--- src/rtl/kirby_line_fetch.sv ---
// kirby_line_fetch: per-line sprite fetch for the Kirby sprite.
// During horizontal blank, the next line's sprite row is copied from the
// synchronous sprite ROM into a SPRITE_W-entry line buffer. During the
// following active line, that buffer is served combinationally, indexed by
// DrawX. Palette index 0 is transparent.
module kirby_line_fetch #(
  parameter int SPRITE_W = 32,
  parameter int SPRITE_H = 32,
  parameter int N_FRAMES = 4,
  parameter int H_ACTIVE = 640,
  parameter int V_ACTIVE = 480,
  parameter int ROM_AW   = 12,
  parameter int ROM_LAT  = 1
) (
  input  logic              Clk,
  input  logic              Reset,
  input  logic              frame_start,
  input  logic              hblank_start,
  input  logic [9:0]        DrawX,
  input  logic [9:0]        DrawY,
  input  logic [9:0]        Kirby_X,
  input  logic [9:0]        Kirby_Y,
  input  logic [1:0]        Kirby_frame,
  input  logic              Kirby_flip,
  output logic [ROM_AW-1:0] rom_addr,
  output logic              rom_rd,
  input  logic [3:0]        rom_data,
  output logic [3:0]        idx_kirby,
  output logic              busy
);

  localparam int CW = $clog2(SPRITE_W);
  localparam int RW = $clog2(SPRITE_H);

  // Parameter sanity, evaluated once at elaboration.
  if (ROM_LAT < 1 || ROM_LAT > 2) begin : g_bad_lat
    $error("kirby_line_fetch: ROM_LAT must be 1 or 2");
  end
  if (N_FRAMES * SPRITE_W * SPRITE_H > (1 << ROM_AW)) begin : g_bad_rom
    $error("kirby_line_fetch: sprite frames do not fit in ROM_AW address bits");
  end

  typedef enum logic [1:0] {
    S_IDLE  = 2'd0,
    S_FETCH = 2'd1,
    S_DRAIN = 2'd2
  } state_t;

  state_t             r_state;
  state_t             w_next_state;
  logic               w_start_fetch;
  logic               w_drain_done;
  logic               w_abort;

  // Per-frame shadow copies of the sprite position and pose.
  logic [9:0]         r_x_s;
  logic [9:0]         r_y_s;
  logic [1:0]         r_f_s;
  logic               r_flip_s;
  logic               r_line_valid;

  // Fetch counters.
  logic [CW-1:0]      r_col;
  logic [RW-1:0]      r_row;
  logic [1:0]         r_drain;

  // Write delay line that tracks outstanding ROM reads.
  logic [ROM_LAT-1:0]         r_pipe_v;
  logic [ROM_LAT-1:0][CW-1:0] r_pipe_col;
  logic                       w_buf_we;

  logic [3:0]         r_buf [SPRITE_W];

  // Row test signals.
  logic [9:0]         w_y_sel;
  logic [10:0]        w_ny;
  logic [10:0]        w_y_top;
  logic [10:0]        w_y_end;
  logic               w_hit;
  logic [RW-1:0]      w_row;

  // Pixel output signals.
  logic [10:0]        w_c;
  logic [CW-1:0]      w_c_lo;
  logic [CW-1:0]      w_buf_idx;

  // If frame_start and hblank_start coincide, the row test uses the Y value
  // being latched this cycle. Otherwise it uses the frame's shadow copy.
  assign w_y_sel = frame_start ? Kirby_Y : r_y_s;
  assign w_ny    = {1'b0, DrawY} + 11'd1;
  assign w_y_top = {1'b0, w_y_sel};
  assign w_y_end = w_y_top + 11'(SPRITE_H);
  assign w_hit   = (w_ny < 11'(V_ACTIVE)) && (w_ny >= w_y_top) && (w_ny < w_y_end);
  assign w_row   = RW'(w_ny - w_y_top);

  // frame_start kills a fetch that is in progress.
  assign w_abort = frame_start && (r_state != S_IDLE);

  // State register.
  // NOTE: clocked state uses non-blocking (<=) so that every flop samples
  // pre-edge values. Blocking assignments here would create order-dependent races.
  always_ff @(posedge Clk or posedge Reset) begin
    if (Reset) r_state <= S_IDLE;
    else       r_state <= w_next_state;
  end

  // Next state and Moore outputs (ROM strobe, address, busy).
  // NOTE: every output of this block gets a default value before the case.
  // Without the defaults, a path that skips an assignment would infer a latch.
  always_comb begin
    w_next_state  = r_state;
    w_start_fetch = 1'b0;
    w_drain_done  = 1'b0;
    rom_rd        = 1'b0;
    rom_addr      = '0;
    busy          = 1'b0;
    case (r_state)
      S_IDLE: begin
        if (hblank_start && w_hit) begin
          w_next_state  = S_FETCH;
          w_start_fetch = 1'b1;
        end
      end
      S_FETCH: begin
        rom_rd   = 1'b1;
        busy     = 1'b1;
        // SPRITE_W and SPRITE_H are powers of two, so concatenation equals
        // F*W*H + r*W + col.
        rom_addr = ROM_AW'({r_f_s, r_row, r_col});
        if (r_col == CW'(SPRITE_W - 1)) w_next_state = S_DRAIN;
      end
      S_DRAIN: begin
        busy = 1'b1;
        if (r_drain == 2'(ROM_LAT - 1)) begin
          w_next_state = S_IDLE;
          w_drain_done = 1'b1;
        end
      end
      default: w_next_state = S_IDLE;
    endcase
    if (w_abort) begin
      w_next_state = S_IDLE;
      w_drain_done = 1'b0;
    end
  end

  // Latch the sprite pose once per frame and track line buffer validity.
  always_ff @(posedge Clk or posedge Reset) begin
    if (Reset) begin
      r_x_s        <= '0;
      r_y_s        <= '0;
      r_f_s        <= '0;
      r_flip_s     <= 1'b0;
      r_line_valid <= 1'b0;
    end else begin
      if (frame_start) begin
        r_x_s    <= Kirby_X;
        r_y_s    <= Kirby_Y;
        r_f_s    <= Kirby_frame;
        r_flip_s <= Kirby_flip;
      end
      if (frame_start)                              r_line_valid <= 1'b0;
      else if (r_state == S_IDLE && hblank_start)   r_line_valid <= 1'b0;
      else if (w_drain_done)                        r_line_valid <= 1'b1;
    end
  end

  // Column, row and drain counters for the fetch sequence.
  always_ff @(posedge Clk or posedge Reset) begin
    if (Reset) begin
      r_col   <= '0;
      r_row   <= '0;
      r_drain <= '0;
    end else begin
      if (w_start_fetch) begin
        r_col <= '0;
        r_row <= w_row;
      end else if (r_state == S_FETCH) begin
        r_col <= r_col + CW'(1);
      end
      if (r_state == S_DRAIN) r_drain <= r_drain + 2'd1;
      else                    r_drain <= '0;
    end
  end

  // Delay each issued column by ROM_LAT cycles so it arrives with its data.
  always_ff @(posedge Clk or posedge Reset) begin
    if (Reset) begin
      r_pipe_v   <= '0;
      r_pipe_col <= '0;
    end else if (w_abort) begin
      r_pipe_v <= '0;
    end else begin
      r_pipe_v[0]   <= rom_rd;
      r_pipe_col[0] <= r_col;
      for (int i = 1; i < ROM_LAT; i++) begin
        r_pipe_v[i]   <= r_pipe_v[i-1];
        r_pipe_col[i] <= r_pipe_col[i-1];
      end
    end
  end

  // A return that lands in the same cycle as an abort belongs to the
  // cancelled fetch, so it is dropped.
  assign w_buf_we = r_pipe_v[ROM_LAT-1] && !w_abort;

  // Line buffer write port.
  // NOTE: this small buffer is built from flops and must come out of reset
  // all zero (transparent). Large RAM arrays normally have no reset.
  always_ff @(posedge Clk or posedge Reset) begin
    if (Reset) begin
      for (int i = 0; i < SPRITE_W; i++) r_buf[i] <= '0;
    end else if (w_buf_we) begin
      r_buf[r_pipe_col[ROM_LAT-1]] <= rom_data;
    end
  end

  // Sprite column under DrawX. Positions left of the sprite wrap to large
  // unsigned values, so a single unsigned compare covers 0 <= c < SPRITE_W.
  assign w_c       = {1'b0, DrawX} - {1'b0, r_x_s};
  assign w_c_lo    = CW'(w_c);
  assign w_buf_idx = r_flip_s ? (CW'(SPRITE_W - 1) - w_c_lo) : w_c_lo;

  // Combinational pixel lookup. Outside the sprite or visible area, the output is transparent.
  always_comb begin
    idx_kirby = '0;
    if (r_line_valid && (DrawX < 10'(H_ACTIVE)) && (w_c < 11'(SPRITE_W)))
      idx_kirby = r_buf[w_buf_idx];
  end

endmodule

--- config.mk ---
export PLATFORM = sky130hd
export DESIGN_NAME = kirby_line_fetch
export DESIGN_NICKNAME = d
export VERILOG_FILES = /design/src/rtl/kirby_line_fetch.sv
export SDC_FILE = /design/constraint.sdc
export NUM_CORES = 1
export LEC_CHECK = 0
export CORE_MARGIN = 5
export CORE_UTILIZATION = 56
export DETAILED_ROUTE_END_ITERATION = 6
export HOLD_SLACK_MARGIN = 0.08
export MAX_ROUTING_LAYER = met4
export PLACE_DENSITY = 0.82
export SYNTH_ARGS = -nofsm -noshare
export SYNTH_HDL_FRONTEND = slang
export SYNTH_SLANG_ARGS = --single-unit
--- constraint.sdc ---
create_clock -name Clk -period 7.15 [get_ports Clk]
set_input_delay 1.0725 -clock Clk [delete_from_list [all_inputs] [get_ports Clk]]
set_output_delay 1.0725 -clock Clk [all_outputs]
set_load 0.01 [all_outputs]
==> flow_summary.yaml, run 1 <==
sta:
  rsz0062_at_grt: "no"
  hold_viol_final: 0
  timing.slew.headroom: 0.151
  post-route-min-period_ps: 6100
  max_slew.worst_pin.slew_ps: 1270
  setup_viol: 0
  max_freq_mhz: 164
  holdWs_ps: 432
  finalCritPeriodShare: 0.853
  finalWorstSetupSlack_ps: 1050
  finalClockSkew_ps: 10.6
  finalSetupTns_ps: 0
  slew_viol_final: 0
global_route:
  overflow: 0
  grt_usage: 0.235
  grt_max_degree: 78
  grt_pass1_wl_um: 36000
  grt_pass1_vias: 6908
  antenna_found_initial: 0
final_layout:
  diodes: 0
  drive_gt1_frac: 0.259
  areaGrowthSynthToFinish_pct: 14.5
  layout_commonest_cell: "dfrtp_1"
  final_cell_area_um2: 11100
  num-nets-final: 954
  final_cell_mix: "dfrtp_1 (171), mux2_2 (140), clkdlybuf4s50_1 (68), a21oi_1 (53), inv_1 (44)"
clocking:
  cts_root_buffer: "clkbuf_16"
  cts_sinks: 172
  cts_tree: "built"
  ctsLongestPathBuffers: 2
  postCtsResizedCells: 0
  cts_buffers: 17
  postCtsSetupBuffers: 0
  path_clk_slew_ps: 70
  htree_levels: 4
  worstSkewPairLatency_ps: 440
  ctsHoldBuffers: 0
floorplanning:
  row_count: 48
  core-area_um2: 17100
  start_util: 0.564
  die_h_um: 141
  die-area_um2: 20000
  ios: 69
  die_w_um: 141
yosys:
  yosysUniqueCellTypes: 63
  synth_cells: 818
  async_flop_share: 1.00
  ys_seq_area_frac: 0.446
  synthTopCellsByArea: "dfrtp_1 (45%), mux2_2 (16%), mux4_2 (6.5%)"
  synth_ff_type: "dfrtp_1"
  ys_ff_latch: 172
  ys.warnings.count: 0
  syn_area_um2: 9660
  synth_top_cell_area_share: 0.446
  synth_top_area_cell: "dfrtp_1"
  avgSynthCellArea_um2: 11.8
  synth_nets: 905
  synth-edff-count: 0
critical_path:
  rr_worst_depth: 11
  criticalPathCategory: "primary input to output pin"
  crit_end: "idx_kirby[0]"
  worstPathRequired_ps: 6080
  worst_setup_path_start_kind: "primary input"
  r2r-start: "r_y_s[7]"
  cp_cell_sequence: "clkdlybuf4s50_1, inv_1, ha_1, fa_2, buf_4, or3_1, a21oi_1, a2111oi_0, a22oi_1, nand3b_1, o211ai_1, nor2_1, clkdlybuf4s50_1"
  worst_path_largest_cell_delay_ps: 810
  r2r_slack_ps: 4080
  path_max_fanout: 18
  cp_slowest_cell: "fa_2"
  r2r_end: "r_row[1]"
  crit_arrival_ps: 5030
  endpoint_kind: "output pin"
  crit_start: "DrawX[0]"
  crit_top_cell: "clkdlybuf4s50_1"
min_path:
  hold_depth: 1
  hold_class: "flip-flop to flip-flop"
routing:
  drc: 0
  detail_route.wl_per_cell_um: 19.6
  drtIter0Drc: 582
  vias: 6730
  dr.pass1.iters: 5
  drtAntennaViolNets: 0
  vias_per_cell: 6.09
  wirelength_um: 21700
power_and_ir_drop:
  vdd.ir_drop.worst_uv: 203
  p_per_area_nw_per_um2: 324
  power_mw: 3.58
  power.leakage_nw: 5.00
status:
  status: "finished clean"
run:
  maxCapViolCount: 0
placed_design:
  place_ws_ps: 1100
  gp_congestion: 0.945
  placed_area_um2: 10500
  port_buffers: 68
  dp_hpwl_um: 15500
[worst min path at each step]
stage	end	start	slack, ps
5_1_grt	r_drain[0]	r_drain[0]	480
4_1_cts	r_drain[0]	r_drain[0]	430
3_5_place_dp	r_drain[0]	r_drain[0]	410
6_report	r_drain[0]	r_drain[0]	430
3_3_place_gp	r_drain[0]	r_drain[0]	410
2_1_floorplan	r_drain[0]	r_drain[0]	400
[Yosys cell counts (7+ instances only)]
cell / number
a21oi_1: 53
xor2_1: 9
mux2i_1: 16
a22oi_1: 20
nor2_1: 43
clkbuf_1: 28
a2111oi_0: 11
and2_1: 14
inv_1: 45
a21o_1: 7
mux2_2: 140
nand3_1: 10
nand4_1: 8
xnor2_1: 16
mux4_2: 28
nand2_1: 30
nand2b_1: 7
dfrtp_1: 172
ha_1: 34
nor3_1: 9
nand3b_1: 10
buf_2: 11
o21ai_0: 20
[power by group]
group | switching [mW] | total (mW) | internal [mW]
Sequential | 0.261 | 1.54 | 1.28
Clock | 0.405 | 0.930 | 0.525
Combinational | 0.508 | 1.11 | 0.605
[layout make-up]
class | instances | area [µm²]
fillers | 1333 | 6050
well taps | 225 | 282
clock inverters | 13 | 155
inverters | 45 | 174
repair buffers | 76 | 741
clock buffers | 19 | 433
flip-flops and latches | 172 | 4310
multi-input cells | 555 | 4970
[metal layers]
metal | wire length [µm] | part of all wire | up-vias | GRT usage
met4 | 431 | 0.020 | 0 | 0.0653
met1 | 9570 | 0.44 | 3364 | 0.317
met5 | 0 | 0 | - | -
met3 | 1470 | 0.068 | 35 | 0.0617
met2 | 10200 | 0.47 | 228 | 0.356
li1 | - | - | 3103 | -
[critical path: cells and delay by family]
| family | cells | cell delay (ps) |
|---|---|---|
| buffers and inverters | 4 | 1400 |
| adders and majority gates | 2 | 1030 |
| AOI/OAI and AO/OA | 4 | 830 |
| and+or+nand+nor | 3 | 680 |
[logic make-up after synthesis]
logic type	Yosys count	synth area share
AO/OA/AOI/OAI	147	0.101
XOR/XNOR	25	0.0227
adder cells (fa/ha/maj)	36	0.0482
buffers and inverters	91	0.0396
flip-flops	172	0.446
multiplexers	187	0.250
AND/OR/NAND/NOR	160	0.0926
[sequential cells by signal, indices dropped and copies added, names as in the netlist]
| signal | flops |
|---|---|
| r_buf | 128 |
| r_col | 5 |
| r_drain | 2 |
| r_f_s | 2 |
| r_flip_s | 1 |
| r_line_valid | 1 |
| r_pipe_col | 5 |
| r_pipe_v | 1 |
| r_row | 5 |
| r_state | 2 |
| r_x_s | 10 |
| r_y_s | 10 |
[metrics by stage]
stage,std cells,util
floorplan,818,-
global placement,1073,0.612
detailed placement,1073,0.612
CTS,1105,0.646
global route,1105,0.646
finish,1105,0.646
(Power assumes the default switching activity.)
==> run 2: changes to the inputs <==
CTS_BUF_LIST = sky130_fd_sc_hd__clkbuf_4   (was default)
==> flow_summary.yaml, run 2 (synthesis results as in run 1) <==
routing:
  vias_per_cell: 6.06
  wirelength_um: 21100
  dr.pass1.iters: 5
  vias: 6699
  drc: 0
  drtAntennaViolNets: 0
  drtIter0Drc: 517
  detail_route.wl_per_cell_um: 19.1
final_layout:
  largest_register: "r_buf"
  n_fill_cell: 1378
  largestRegisters: "r_buf (128), r_x_s (10), r_y_s (10)"
  multiInputGateArea_um2: 4970
  areaGrowthSynthToFinish_pct: 11.6
  final_cell_mix: "dfrtp_1 (171), mux2_2 (140), clkdlybuf4s50_1 (68), a21oi_1 (53), inv_1 (44)"
  largest_register_ffs: 128
  layout_commonest_cell: "dfrtp_1"
  num-nets-final: 954
  drive_gt1_frac: 0.261
  seq_area_um2: 4310
  final_cell_count_no_fill: 1106
global_route:
  overflow: 0
  grt_usage: 0.229
  grt_pass1_vias: 6780
  antenna_found_initial: 1
  grt_pass1_wl_um: 35100
  grt_max_degree: 78
clocking:
  path_clk_slew_ps: 150
  postCtsSetupBuffers: 0
  cts_sinks: 172
  cts_tree: "built"
  cts_buffers: 17
  ctsLongestPathBuffers: 2
  postCtsResizedCells: 0
  ctsHoldBuffers: 0
  worstSkewPairLatency_ps: 580
  htree_levels: 4
  cts_root_buffer: "clkbuf_4"
sta:
  max_slew.worst_pin.slew_ps: 1270
  rsz0062_at_grt: "no"
  timing.slew.headroom: 0.148
  slew_viol_final: 0
  hold_viol_final: 0
  finalClockSkew_ps: 23.1
  finalCritPeriodShare: 0.862
  post-route-min-period_ps: 6160
  max_freq_mhz: 162
  finalSetupTns_ps: 0
  setup_viol: 0
critical_path:
  path_max_fanout: 18
  crit_arrival_ps: 5090
  cp_cell_sequence: "clkdlybuf4s50_1, inv_1, ha_1, fa_2, buf_4, or3_1, a21oi_1, a2111oi_0, mux2i_1, mux2i_1, o211ai_1, nor2_1, clkdlybuf4s50_1"
  crit_start: "DrawX[0]"
  worstPathRequired_ps: 6080
  r2r_end: "r_row[1]"
  r2r_slack_ps: 4080
  criticalPathCategory: "primary input to output pin"
  endpoint_kind: "output pin"
  critPathTopFamily: "buffers and inverters"
  rr_worst_depth: 11
  critPathBufInv: 4
  r2r-start: "r_y_s[7]"
  cp_slowest_cell: "fa_2"
  worst_path_largest_cell_delay_ps: 810
  worst_setup_path_start_kind: "primary input"
floorplanning:
  start_util: 0.564
  die_w_um: 141
  row_count: 48
  die-area_um2: 20000
  ios: 69
  die_h_um: 141
  core-area_um2: 17100
placed_design:
  dp_hpwl_um: 15500
  port_buffers: 68
  gp_congestion: 0.945
  dp_cells: 1073
power_and_ir_drop:
  vdd.ir_drop.worst_uv: 235
  p_per_area_nw_per_um2: 298
  power.leakage_nw: 4.87
min_path:
  hold_depth: 1
  hold_class: "flip-flop to flip-flop"
  holdPathEnd: "r_drain[0]"
  min_from: "r_drain[0]"
status:
  status: "finished clean"
run:
  maxCapViolCount: 0
## run 2: how the worst max path moves through the flow
stage / end / slack (ps) / depth (start not counted)
3_3_place_gp: idx_kirby[0] / 1150 / 13
3_5_place_dp: idx_kirby[2] / 1100 / 12
2_1_floorplan: r_buf[0] / 1420 / 1
6_report: idx_kirby[0] / 990 / 13
5_1_grt: idx_kirby[1] / 730 / 13
4_1_cts: idx_kirby[1] / 1090 / 13
## run 2: layout make-up
| type | count | area share |
|---|---|---|
| Timing Repair Buffer | 76 | 0.0687 |
| Multi-Input combinational cell | 555 | 0.462 |
| Clock inverter | 13 | 0.0144 |
| Inverter | 45 | 0.0161 |
| Antenna cell | 1 | 0.000232 |
| Sequential cell | 172 | 0.400 |
| Clock buffer | 19 | 0.0132 |
| Tap cell | 225 | 0.0261 |
## run 2: per-stage QoR
step	instance area [µm²]	setup WS (ps)	hold slack [ps]	util	power, mW
2_1_floorplan	9660	1420	397	-	2.30
3_3_place_gp	10500	1150	413	0.612	2.60
3_5_place_dp	10500	1100	412	0.612	2.64
4_1_cts	10800	1090	441	0.629	3.23
5_1_grt	10800	728	495	0.630	3.43
6_report	10800	988	442	0.630	3.22
## run 2: layer usage
layer	share of wire	GRT usage	vias to the layer above
li1	-	-	3102
met1	0.45	0.308	3386
met2	0.47	0.343	182
met3	0.059	0.0624	29
met4	0.021	0.0709	0
met5	0	-	-
## run 2: worst register-to-register path: cells and delay by family (launching register included)
kind            cells  cell delay, ps
compound gates      3             550
xor+xnor            1             150
fa+ha+maj           1             300
flops               1             400
mux                 2             600
simple gates        4             970
## run 2: report_power, final
group	internal [mW]	total (mW)	switching, mW
sequential	1.27	1.53	0.254
clock	0.226	0.583	0.357
combinational	0.604	1.11	0.502
total	2.10	3.22	1.11
